## config.mk

```make
export PLATFORM = sky130hd
export DESIGN_NAME = neuron_layer_sched
export DESIGN_NICKNAME = d
export VERILOG_FILES = /design/src/rtl/neuron_layer_sched.sv
export SDC_FILE = /design/constraint.sdc
export NUM_CORES = 1
export LEC_CHECK = 0
export CAP_MARGIN = 20
export CORE_MARGIN = 2
export CORE_UTILIZATION = 33
export DETAILED_ROUTE_END_ITERATION = 10
export PLACE_DENSITY = 0.78
export SYNTH_ARGS = -nofsm -noshare
export SYNTH_HDL_FRONTEND = slang
export SYNTH_SLANG_ARGS = --single-unit
```

## constraint.sdc

```tcl
create_clock -name clk -period 1.44 [get_ports clk]
set_input_delay 0.144 -clock clk [delete_from_list [all_inputs] [get_ports clk]]
set_output_delay 0.144 -clock clk [all_outputs]
set_load 0.03 [all_outputs]
```

## src/rtl/neuron_layer_sched.sv

```systemverilog
// =============================================================================
// Module      : neuron_layer_sched
// Description : Issues neuron indices to a shared Q8.24 neuron datapath, tracks
//               its latency and tags each returning activation with its index.
// Revision    : 1.0 - initial release
// =============================================================================
`default_nettype none

module neuron_layer_sched #(
    parameter int WIDTH    = 32,
    parameter int N_NEURON = 4,
    parameter int IDX_W    = 2,
    parameter int LAT      = 2
) (
    input  logic             clk,
    input  logic             rst,
    input  logic             en,
    input  logic             start,
    input  logic [WIDTH-1:0] a_1,
    input  logic [WIDTH-1:0] a_2,
    input  logic [WIDTH-1:0] a_3,
    output logic [WIDTH-1:0] n_a_1,
    output logic [WIDTH-1:0] n_a_2,
    output logic [WIDTH-1:0] n_a_3,
    output logic [IDX_W-1:0] wb_addr,
    output logic             n_en,
    input  logic [WIDTH-1:0] n_y,
    output logic             out_valid,
    output logic [IDX_W-1:0] out_idx,
    output logic [WIDTH-1:0] out_data,
    output logic             busy,
    output logic             done
);

    localparam logic [IDX_W:0] C_LAST_IDX = (IDX_W + 1)'(N_NEURON - 1);

    typedef enum logic [1:0] {
        ST_IDLE  = 2'd0,
        ST_ISSUE = 2'd1,
        ST_DRAIN = 2'd2,
        ST_DONE  = 2'd3
    } state_t;

    state_t           r_state;
    logic [IDX_W:0]   r_issue_cnt;
    logic [WIDTH-1:0] r_n_a_1;
    logic [WIDTH-1:0] r_n_a_2;
    logic [WIDTH-1:0] r_n_a_3;
    logic             r_busy;
    logic             r_done;
    logic [LAT-1:0]   r_vld;
    logic [IDX_W-1:0] r_idx [LAT];

    logic             w_issuing;
    logic [IDX_W-1:0] w_wb_addr;
    logic             w_mid_busy;

    assign w_issuing = (r_state == ST_ISSUE);
    assign w_wb_addr = w_issuing ? r_issue_cnt[IDX_W-1:0] : '0;

    // The tail stage drains on the same edge that DRAIN is left, so only the
    // stages ahead of it decide whether the pipe will be empty after this edge.
    generate
        if (LAT > 1) begin : g_mid
            assign w_mid_busy = |r_vld[LAT-2:0];
        end else begin : g_nomid
            assign w_mid_busy = 1'b0;
        end
    endgenerate

    // Valid/index shadow pipe: mirrors the datapath latency, frozen by en.
    always_ff @(posedge clk) begin
        if (rst) begin
            r_vld <= '0;
            for (int i = 0; i < LAT; i++) begin
                r_idx[i] <= '0;
            end
        end else if (en) begin
            r_vld[0] <= w_issuing;
            r_idx[0] <= w_wb_addr;
            for (int i = LAT - 1; i > 0; i--) begin
                r_vld[i] <= r_vld[i-1];
                r_idx[i] <= r_idx[i-1];
            end
        end
    end

    always_ff @(posedge clk) begin
        if (rst) begin
            r_state     <= ST_IDLE;
            r_issue_cnt <= '0;
            r_n_a_1     <= '0;
            r_n_a_2     <= '0;
            r_n_a_3     <= '0;
            r_busy      <= 1'b0;
            r_done      <= 1'b0;
        end else if (en) begin
            case (r_state)
                ST_IDLE: begin
                    r_done <= 1'b0;
                    if (start) begin
                        r_n_a_1     <= a_1;
                        r_n_a_2     <= a_2;
                        r_n_a_3     <= a_3;
                        r_busy      <= 1'b1;
                        r_issue_cnt <= '0;
                        r_state     <= ST_ISSUE;
                    end
                end
                ST_ISSUE: begin
                    // Counter is one bit wider than the index so a full
                    // 2**IDX_W layer terminates without wrapping.
                    r_issue_cnt <= r_issue_cnt + 1'b1;
                    if (r_issue_cnt == C_LAST_IDX) begin
                        r_state <= ST_DRAIN;
                    end
                end
                ST_DRAIN: begin
                    if (!w_mid_busy) begin
                        r_state <= ST_DONE;
                        r_done  <= 1'b1;
                        r_busy  <= 1'b0;
                    end
                end
                ST_DONE: begin
                    r_done  <= 1'b0;
                    r_state <= ST_IDLE;
                end
                default: begin
                    r_state <= ST_IDLE;
                end
            endcase
        end
    end

    assign n_a_1     = r_n_a_1;
    assign n_a_2     = r_n_a_2;
    assign n_a_3     = r_n_a_3;
    assign wb_addr   = w_wb_addr;
    assign n_en      = en & (r_state != ST_IDLE);
    // Gating with en keeps a stalled tail result from being reported twice.
    assign out_valid = en & r_vld[LAT-1];
    assign out_idx   = r_idx[LAT-1];
    assign out_data  = n_y;
    assign busy      = r_busy;
    assign done      = r_done;

endmodule

`default_nettype wire

```

* Word-level counts from Yosys, hierarchy flattened
Memories as Yosys holds them, arrays and structs flattened. Cells that the tools add are included. Widths: inputs -> output; s select.
Cells by class: mux-type cells 19, add/subtract/negate cells 1, reductions and logical operators 11, bitwise gates (word level) 4, equal/unequal tests 7
Operator list (count):
- $mux 2 | 6
- $reduce_and 3->1 | 3
- $mux 1 | 8
- $pmux 2 s4 | 1
- $reduce_and 4->1 | 2
- $reduce_bool 2->1 | 4
- $pmux 3 s2 | 1
- $eq 2x2->1 const B | 2
- $ne 2x2->1 const B | 2
- $pmux 1 s2 | 2
- $add 3x1->3 const B | 1
- $eq 3x2->1 const B | 1
- $mux 3 | 1
- $and 1x1->1 | 2
- $eq 2x1->1 const B | 1
- $logic_not 2->1 | 1
- $ne 2x1->1 const B | 1
- $or 1x1->1 | 2
- $reduce_or 2->1 | 1
Storage, ports and cells: memories 1, input port bits 132, logic and storage cells 51, flip-flop bits (word level) 105, bits in writable memories 4, output and inout bits 136
Memories:
- r_idx | depth 2, bits a word 2, read ports 2, clocked after Yosys merged registers in 0, wr ports 2, line 52 | logic [IDX_W-1:0] r_idx [LAT];

* Depth between registers and ports, before layout
Gate-level depths: netlist of run 1.
word-level depth 4, gate-level depth with buffers 9

* Worst setup path after synthesis of run 1
No wires, ideal clock.
path type reg-to-reg, from register r_state[0], to register r_n_a_2[21] (netlist: n_a_2[21]), path slack -0.051 ns, period minus slack after synthesis 1.491 ns, path buffers 4, library setup time 0.132 ns, cell stages (with the launch flop) 10, data required time 1.308 ns, data arrival time 1.359 ns, path through dfxtp_1 > inv_1 > ha_1 > buf_4 > and3_1 > buf_4 > buf_6 > buf_6 > nand2_1 > a21oi_1
Between the ends: cells in the longest elaborated chain, start to end 2
Ends and longest elaborated chain:
- start, declared | line 44 | state_t r_state;
- start signal, assigned | line 90 | r_state <= ST_IDLE;
- start signal, assigned | line 107 | r_state <= ST_ISSUE;
- start signal, assigned | line 115 | r_state <= ST_DRAIN;
- $logic_not 2->1 | line 98 | case (r_state)
- $reduce_and 3->1 (no source line)
- end signal, assigned | line 93 | r_n_a_2 <= '0;
- end signal, assigned | line 103 | r_n_a_2 <= a_2;
- end, declared | line 47 | logic [WIDTH-1:0] r_n_a_2;
No other way between the ends. A chain may end at the register's enable or synchronous reset.

* Worst setup path after layout of run 1
from register r_state[1], to register r_state[0]
Between the ends: cells in the longest elaborated chain, start to end 3, elaborated cells between the ends (all ways) 9
Ends and longest elaborated chain (line):
- $eq 2x1->1, or another cell as far along | 98
- $ne 2x1->1 (no source line) / $ne 2x2->1 (equally long branches)
- $reduce_and 4->1 (no source line)
Several ways; a longest one is shown, not always the timed one.

==> reports/metrics.cfg, run 1 <==
[critical_path]
worstSetupStartpointType=flop
cp.arrival_ns=1.71
setup.reg_to_reg.worst_slack_ns=-0.03
critical_path_peak_fanout=3
timing.setup.critical_path_class=reg -> reg
crit_path_end_kind=flop
critical_path_required_ns=1.68

[die]
fp-row-count=41
number_of_ports_placed_on_the_die_boundary=268
fp.dieArea_sq_um=13900
floorplan.core_area_sq_um=12600
die_h_um=118
die_x_um=118
floorplan.initialDensity_pct=33.8

[clock_network]
cts.root.buffer_cell=sky130_fd_sc_hd__clkbuf_16
cts.reportedPaths.clkPinSlew_ns=0.07
numClockSinks=109
cts-root-to-sink-buffers=2
number_of_buffers_added_by_the_clock_tree_synthesis_step=9
htree_levels=3
tritoncts=done
insertion_delay_ns=0.34

[place]
post-dp-hpwl_um=7740
gp_congestion=0.744
post-place-cells=842
placedInstanceArea_sq_um=6240
port_buffers=203
post-place-ws_ns=-0.138

[finish]
finish.cell_count_without_fillers=876
fillerInstances=1226
fin_area_sq_um=7000
antenna_cells_inserted=0
final_layout_size_suffix_gt1_share_pct=17.6
finalNetCount=837
syn2layout_area_growth_pct=63.9

[sta]
slew_viol_final=0
grt_setup_unrepaired=true
finalSetupTns_ns=-0.0310
min_period_ns=1.47
setup_viol=1
slew_headroom_pct=74.8
final.period_utilization_pct=102
tightestPinTransition_ns=0.377
fin_ws_ns=-0.0310
final_hold_violating_endpoints=0
worst_clock_skew_ns=0.00627
achievable-frequency_mhz=680

[synthesis]
synth_cell_types=32
netlist_area_before_placement_sq_um=4270
sequential_element_share_of_the_synthesized_area_pct=52.1
syn-instance-count=521
synthesis.area_per_instance_sq_um=8.19
synth-warning-count=0
syn_nets=658
synth_seq_cells=109

[routing]
via_count=4103
drtPass1Iterations=5
post_drt_via_cell_ratio=4.68
antenna_violating_nets_post_route=0
dr.first_iter.drc_count=163
drt-total-wl_um=13600
routed_wire_length_per_instance_um=15.5
drcViolationCount=0

[power]
static-leakage-power_nw=2.99
power_density_nw_per_um2=1030
max-vdd-ir-drop_mv=0.508

[grt]
globalRouteTotalUtil_pct=16.3
grt_max_degree=60
overflow=0
number_of_global_route_vias_before_repair=3765
antenna_found_initial=0
grt_first_pass_wirelength_um=18400

[flow_run]
drv.max_cap_violation_count=0

[status]
violations=negative setup slack
result_of_the_run=finished, violations left

[min_path]
worst_hold_path_type=in -> reg

## metal layers
layer	wire length, um	global-route usage (%)
met3	927	5.23
met4	308	7.30
met2	6930	28.1
met1	5420	18.3
met5	0	0
## per-stage QoR
stage	hold WS (ns)	util (%)	power, mW
finish	0.208	55.4	7.23
detailed placement	0.288	49.4	4.86
global route	0.221	55.4	7.56
CTS	0.175	51.1	7.04
floorplan	0.280	-	4.30
global placement	0.288	49.4	4.84
## area by class of cell
cell class | count | area (sq um) | area share, %
tap | 172 | 215 | 3.08
clock buffer | 12 | 236 | 3.38
sequential | 109 | 2230 | 31.9
clock inverter | 3 | 15.0 | 0.215
inverter | 7 | 31.3 | 0.447
multi-input combinational | 336 | 1830 | 26.2
timing repair buffer | 237 | 2430 | 34.8
## Yosys cell counts
| master | count | share of area [%] |
|---|---|---|
| sky130_fd_sc_hd__o22ai_1 | 1 | 0.15 |
| sky130_fd_sc_hd__a2111oi_4 | 1 | 0.64 |
| sky130_fd_sc_hd__a21oi_1 | 96 | 11 |
| sky130_fd_sc_hd__nor2_1 | 6 | 0.53 |
| sky130_fd_sc_hd__nand2_1 | 194 | 17 |
| sky130_fd_sc_hd__buf_6 | 6 | 1.6 |
| sky130_fd_sc_hd__buf_4 | 37 | 6.5 |
| sky130_fd_sc_hd__a211oi_1 | 1 | 0.18 |
| sky130_fd_sc_hd__or4_1 | 1 | 0.18 |
| sky130_fd_sc_hd__nand2b_1 | 4 | 0.59 |
| sky130_fd_sc_hd__clkbuf_1 | 17 | 1.5 |
| sky130_fd_sc_hd__or2_2 | 2 | 0.29 |
| sky130_fd_sc_hd__inv_1 | 6 | 0.53 |
| sky130_fd_sc_hd__and3_1 | 1 | 0.15 |
| sky130_fd_sc_hd__and2b_4 | 1 | 0.23 |
| sky130_fd_sc_hd__mux2i_1 | 3 | 0.70 |
| sky130_fd_sc_hd__a31oi_1 | 2 | 0.29 |
| sky130_fd_sc_hd__ha_1 | 5 | 1.5 |
| sky130_fd_sc_hd__nand3_2 | 1 | 0.23 |
| sky130_fd_sc_hd__edfxtp_1 | 4 | 2.8 |
| sky130_fd_sc_hd__o32ai_1 | 2 | 0.41 |
| sky130_fd_sc_hd__nand4b_1 | 1 | 0.21 |
| sky130_fd_sc_hd__nand3b_1 | 2 | 0.35 |
| sky130_fd_sc_hd__dfxtp_1 | 105 | 49 |
| sky130_fd_sc_hd__nor2b_1 | 1 | 0.15 |
| sky130_fd_sc_hd__nor3_1 | 1 | 0.12 |
| sky130_fd_sc_hd__inv_2 | 1 | 0.088 |
| sky130_fd_sc_hd__nor4_1 | 1 | 0.15 |
| sky130_fd_sc_hd__o211a_1 | 1 | 0.23 |
| sky130_fd_sc_hd__buf_2 | 9 | 1.1 |
| sky130_fd_sc_hd__o21ai_0 | 1 | 0.12 |
| sky130_fd_sc_hd__and2_1 | 7 | 1.0 |
## worst paths after layout
check | depth (start not counted) | to | startpoint
setup / recovery | 4 | r_state[0]$_SDFFE_PP0P_ | r_state[1]$_SDFFE_PP0P_
hold / removal | 2 | r_vld[1]$_SDFFE_PP0P_ | rst
setup reg to reg | 4 | r_state[0]$_SDFFE_PP0P_ | r_state[1]$_SDFFE_PP0P_
hold reg to reg | 2 | n_a_1[15]$_SDFFE_PP0P_ | n_a_1[15]$_SDFFE_PP0P_
## registers in the layout, indices dropped and copies added (netlist names)
| name | flops |
|---|---|
| done | 1 |
| r_issue_cnt | 3 |
| n_a_2 | 32 |
| r_idx | 4 |
| busy | 1 |
| r_vld | 2 |
| n_a_1 | 32 |
| r_state | 2 |
| n_a_3 | 32 |
## worst max-delay path: stages, from the launching register on
cell                      delay (ns)
sky130_fd_sc_hd__dfxtp_2        0.34
sky130_fd_sc_hd__buf_4          0.14
sky130_fd_sc_hd__ha_1           0.24
sky130_fd_sc_hd__or4_4          0.51
sky130_fd_sc_hd__o211a_1        0.14
## what timing repair did
action,in CTS,in global routing
setup buffers,3,3
gates cloned,0,13
resized for setup,115,70
hold buffers,0,0
pin swaps,2,18
setup endpoints to repair,199,88
## kinds of logic after synthesis
logic type	Yosys count	synth area share (%)
simple gates	223	21.2
flops	109	52.1
compound gates	105	13.3
buf+inv	76	11.3
fa+ha+maj	5	1.47
mux	3	0.703
## report_power, final
part	switching [mW]	leakage (nW)	internal [mW]
clock	1.08	0.126	1.16
combinational	0.920	1.96	0.787
sequential	0.0888	0.903	3.20
total	2.09	2.99	5.15
## layout by cell type, fill, tap and decap left out, types with 2 or more instances in the layout
master / synthesis / routed
sky130_fd_sc_hd__a31oi_1: 2 / 2
sky130_fd_sc_hd__nand2_2: 0 / 14
sky130_fd_sc_hd__dfxtp_2: 0 / 2
sky130_fd_sc_hd__o32ai_2: 0 / 2
sky130_fd_sc_hd__buf_12: 0 / 7
sky130_fd_sc_hd__clkdlybuf4s50_1: 0 / 98
sky130_fd_sc_hd__nand2b_1: 4 / 4
sky130_fd_sc_hd__inv_4: 0 / 2
sky130_fd_sc_hd__buf_4: 37 / 14
sky130_fd_sc_hd__and2_4: 0 / 2
sky130_fd_sc_hd__clkinv_2: 0 / 3
sky130_fd_sc_hd__nand3b_1: 2 / 2
sky130_fd_sc_hd__and2_1: 7 / 5
sky130_fd_sc_hd__nand2_4: 0 / 4
sky130_fd_sc_hd__buf_6: 6 / 8
sky130_fd_sc_hd__nor2_1: 6 / 4
sky130_fd_sc_hd__a21oi_2: 0 / 30
sky130_fd_sc_hd__dlygate4sd2_1: 0 / 100
sky130_fd_sc_hd__clkbuf_16: 0 / 18
sky130_fd_sc_hd__nand2_1: 194 / 176
sky130_fd_sc_hd__clkbuf_1: 17 / 3
sky130_fd_sc_hd__a21oi_1: 96 / 66
sky130_fd_sc_hd__dfxtp_1: 105 / 101
sky130_fd_sc_hd__or2_2: 2 / 2
sky130_fd_sc_hd__mux2i_1: 3 / 3
sky130_fd_sc_hd__ha_4: 0 / 3
sky130_fd_sc_hd__dfxtp_4: 0 / 2
sky130_fd_sc_hd__inv_1: 6 / 4
sky130_fd_sc_hd__edfxtp_1: 4 / 4
Power figures use the tool's default switching activity.
==> run 2, diff against run 1 <==
- MAX_ROUTING_LAYER: default -> met4
- SETUP_SLACK_MARGIN: default -> 0.02
==> run 2 against run 1 <==
Effect of this change:
- the flow still finishes with violations (negative setup slack)
- global-route usage rose by 0.62 points
- first-iteration DRC count rose by 21%
- die area did not move
- design area rose by 1.9%
- combinational power rose by 6%
- register-to-register slack improved by 0.02 ns
- critical path depth rose by 4
- clock power rose by 4%
- utilization rose by 1.1 points
- non-clock buffer count rose by 10
- via count rose by 0.56%
- worst hold slack got worse by 0.11 ns
- largest cell class unchanged
- highest routed layer unchanged
==> reports/metrics.cfg, run 2 (synthesis gave the netlist of run 1 again) <==
[status]
result_of_the_run=finished, violations left
violations=negative setup slack

[power]
clock_share_of_power_pct=31.4  ; +0.5 points
switching_power_mw=2.13  ; +1.9%
seq_power_share_pct=44.2  ; -1.3 points
max-vdd-ir-drop_mv=0.522  ; +2.7%
static-leakage-power_nw=3.10  ; +3.5%
totalPowerFinal_mw=7.43  ; +2.7%
power_density_nw_per_um2=1040  ; +0.71%
comb_power_share_pct=24.4  ; +0.8 points
internal_power_mw=5.30  ; +3.0%
p_sw_share_pct=28.6  ; -0.21 points

[clock_network]
number_of_buffers_added_by_the_clock_tree_synthesis_step=9  ; unchanged
numClockSinks=109  ; unchanged
tritoncts=done
insertion_delay_ns=0.34  ; about the same
cts.reportedPaths.clkPinSlew_ns=0.07  ; about the same
htree_levels=3  ; unchanged
cts.root.buffer_cell=sky130_fd_sc_hd__clkbuf_16
post_cts_hold_buffer_count=0  ; unchanged
cts-root-to-sink-buffers=2  ; unchanged

[finish]
syn2layout_area_growth_pct=67.0
layout.cells.most_common_list=189 x sky130_fd_sc_hd__nand2_1, 102 x sky130_fd_sc_hd__dfxtp_1, 100 x sky130_fd_sc_hd__dlygate4sd2_1
mostFrequentLayoutCell=sky130_fd_sc_hd__nand2_1
antenna_cells_inserted=0  ; unchanged
final_layout_size_suffix_gt1_share_pct=13.8  ; -3.8 points
finalNetCount=848  ; +1.3%
finish.cell_count_without_fillers=888  ; +1.4%
fillerInstances=1197  ; -2.4%

[die]
fp.dieArea_sq_um=13900  ; unchanged
die_x_um=118  ; unchanged
floorplan.core_area_sq_um=12600  ; unchanged
number_of_ports_placed_on_the_die_boundary=268  ; unchanged
floorplan.initialDensity_pct=33.8  ; unchanged
die_h_um=118  ; unchanged
fp-row-count=41  ; unchanged

[routing]
routed_wire_length_per_instance_um=15.6  ; +0.41%
via_count=4126  ; +0.56%
drcViolationCount=0  ; unchanged
post_drt_via_cell_ratio=4.65  ; -0.80%
drt-total-wl_um=13800  ; +1.8%
dr.first_iter.drc_count=198  ; +21%
antenna_violating_nets_post_route=0  ; unchanged
drtPass1Iterations=4  ; -1

[grt]
globalRouteTotalUtil_pct=16.9  ; +0.62 points
grt_first_pass_wirelength_um=18500  ; +0.18%
antenna_found_initial=0  ; unchanged
overflow=0  ; unchanged
number_of_global_route_vias_before_repair=3656  ; -2.9%
grt_max_degree=53  ; -12%

[critical_path]
critical_path.max_stage_delay_ns=0.37  ; -0.14 ns
worst_setup_path_startpoint=r_state[0]$_SDFFE_PP0P_
critical_path.slowest_cell=sky130_fd_sc_hd__dfxtp_4
crit_path_frequent_cell=sky130_fd_sc_hd__clkbuf_16
critical_path_required_ns=1.66  ; -0.02 ns
crit_path_end_kind=flop
cp.arrival_ns=1.68  ; -0.03 ns
timing.critical_path.cells=inv_4, ha_4, buf_4, nand3_4, clkbuf_16, clkbuf_16, nand2_1, a21oi_1
rr_startpoint=r_state[0]$_SDFFE_PP0P_
timing.setup.critical_path_class=reg -> reg
worstSetupStartpointType=flop
critical_path_peak_fanout=8  ; +5

[sta]
setup_viol=3  ; +2
final_hold_violating_endpoints=0  ; unchanged
achievable-frequency_mhz=687  ; +1.1%
worst_clock_skew_ns=0.00706  ; +0.000796 ns
tightestPinTransition_ns=0.354  ; -0.0238 ns
fin_ws_ns=-0.0153  ; +0.0157 ns
finalSetupTns_ns=-0.0178  ; +0.0132 ns
post_route_worst_hold_slack_ns=0.0992  ; -0.109 ns
slew_viol_final=0  ; unchanged
slew_headroom_pct=76.4  ; +1.6 points
final.period_utilization_pct=101  ; -1.1 points
grt_setup_unrepaired=true
min_period_ns=1.46  ; -0.0157 ns

[place]
post-place-ws_ns=-0.135  ; +0.00332 ns
post-place-cells=843  ; +0.12%
gp_congestion=0.753  ; +1.2%
port_buffers=203  ; unchanged
post-dp-hpwl_um=7720  ; -0.26%

[min_path]
worst_hold_path_type=in -> reg
min_from=rst

[flow_run]
drv.max_cap_violation_count=0  ; unchanged

[run 2: cell count changes in the layout (fill, tap and decap cells not counted), moves of 3 or more]
cell / before / now
sky130_fd_sc_hd__nand2_2: 14 / 3
sky130_fd_sc_hd__buf_16: 0 / 3
sky130_fd_sc_hd__a21oi_1: 66 / 85
sky130_fd_sc_hd__a21oi_2: 30 / 11
sky130_fd_sc_hd__nand2_1: 176 / 189
sky130_fd_sc_hd__clkbuf_16: 18 / 23
[run 2: worst paths after layout]
check                                               to  cells after the start  slack (ns)
worst max-delay path             n_a_2[7]$_SDFFE_PP0P_                      8       -0.02
worst min-delay path            n_a_1[10]$_SDFFE_PP0P_                      2         0.1
worst max register to register   n_a_2[7]$_SDFFE_PP0P_                      8       -0.02
worst min register to register  n_a_3[17]$_SDFFE_PP0P_                      2        0.45
[run 2: layout make-up]
class / instances / area [sq um] / area share (%)
inverters: 7 / 31.3 / 0.439
flip-flops and latches: 109 / 2230 / 31.3
repair buffers: 247 / 2670 / 37.5
clock inverters: 3 / 21.3 / 0.298
clock buffers: 13 / 250 / 3.51
multi-input cells: 337 / 1710 / 24.0
well taps: 172 / 215 / 3.02
[run 2: critical path, delay by kind of cell, from the launching register on]
kind,cells,cell delay [ns]
buf+inv,4,0.55
fa+ha+maj,1,0.17
compound gates,1,0.06
simple gates,2,0.17
flops,1,0.37
[run 2: metal layers]
metal	wire length, um	vias up	track usage (%)
met4	271	0	6.93
met3	733	32	4.70
li1	-	2031	-
met1	5920	1905	19.6
met5	0	-	-
met2	6900	158	27.5
[run 2: what timing repair did]
action / CTS / global route
cloned: 2 / 18
buffers inserted: 5 / 4
resized for setup: 115 / 31
pin swaps: 4 / 22
endpoints found under the setup margin: 200 / 100
[run 2: stage by stage]
stage / instance area (sq um) / util (%)
detailed placement: 6260 / 49.6
floorplan: 4280 / -
global route: 7130 / 56.5
CTS: 6560 / 52.0
finish: 7130 / 56.5
global placement: 6260 / 49.6
[run 2: power by group through the flow]
stage / logic, mW / clock network [mW] / registers, mW
floorplan: 0.648 / 0 / 3.66
global placement: 1.50 / 0 / 3.35
detailed placement: 1.51 / 0 / 3.36
CTS: 1.51 / 2.40 / 3.28
global route: 1.92 / 2.54 / 3.31
finish: 1.81 / 2.33 / 3.29
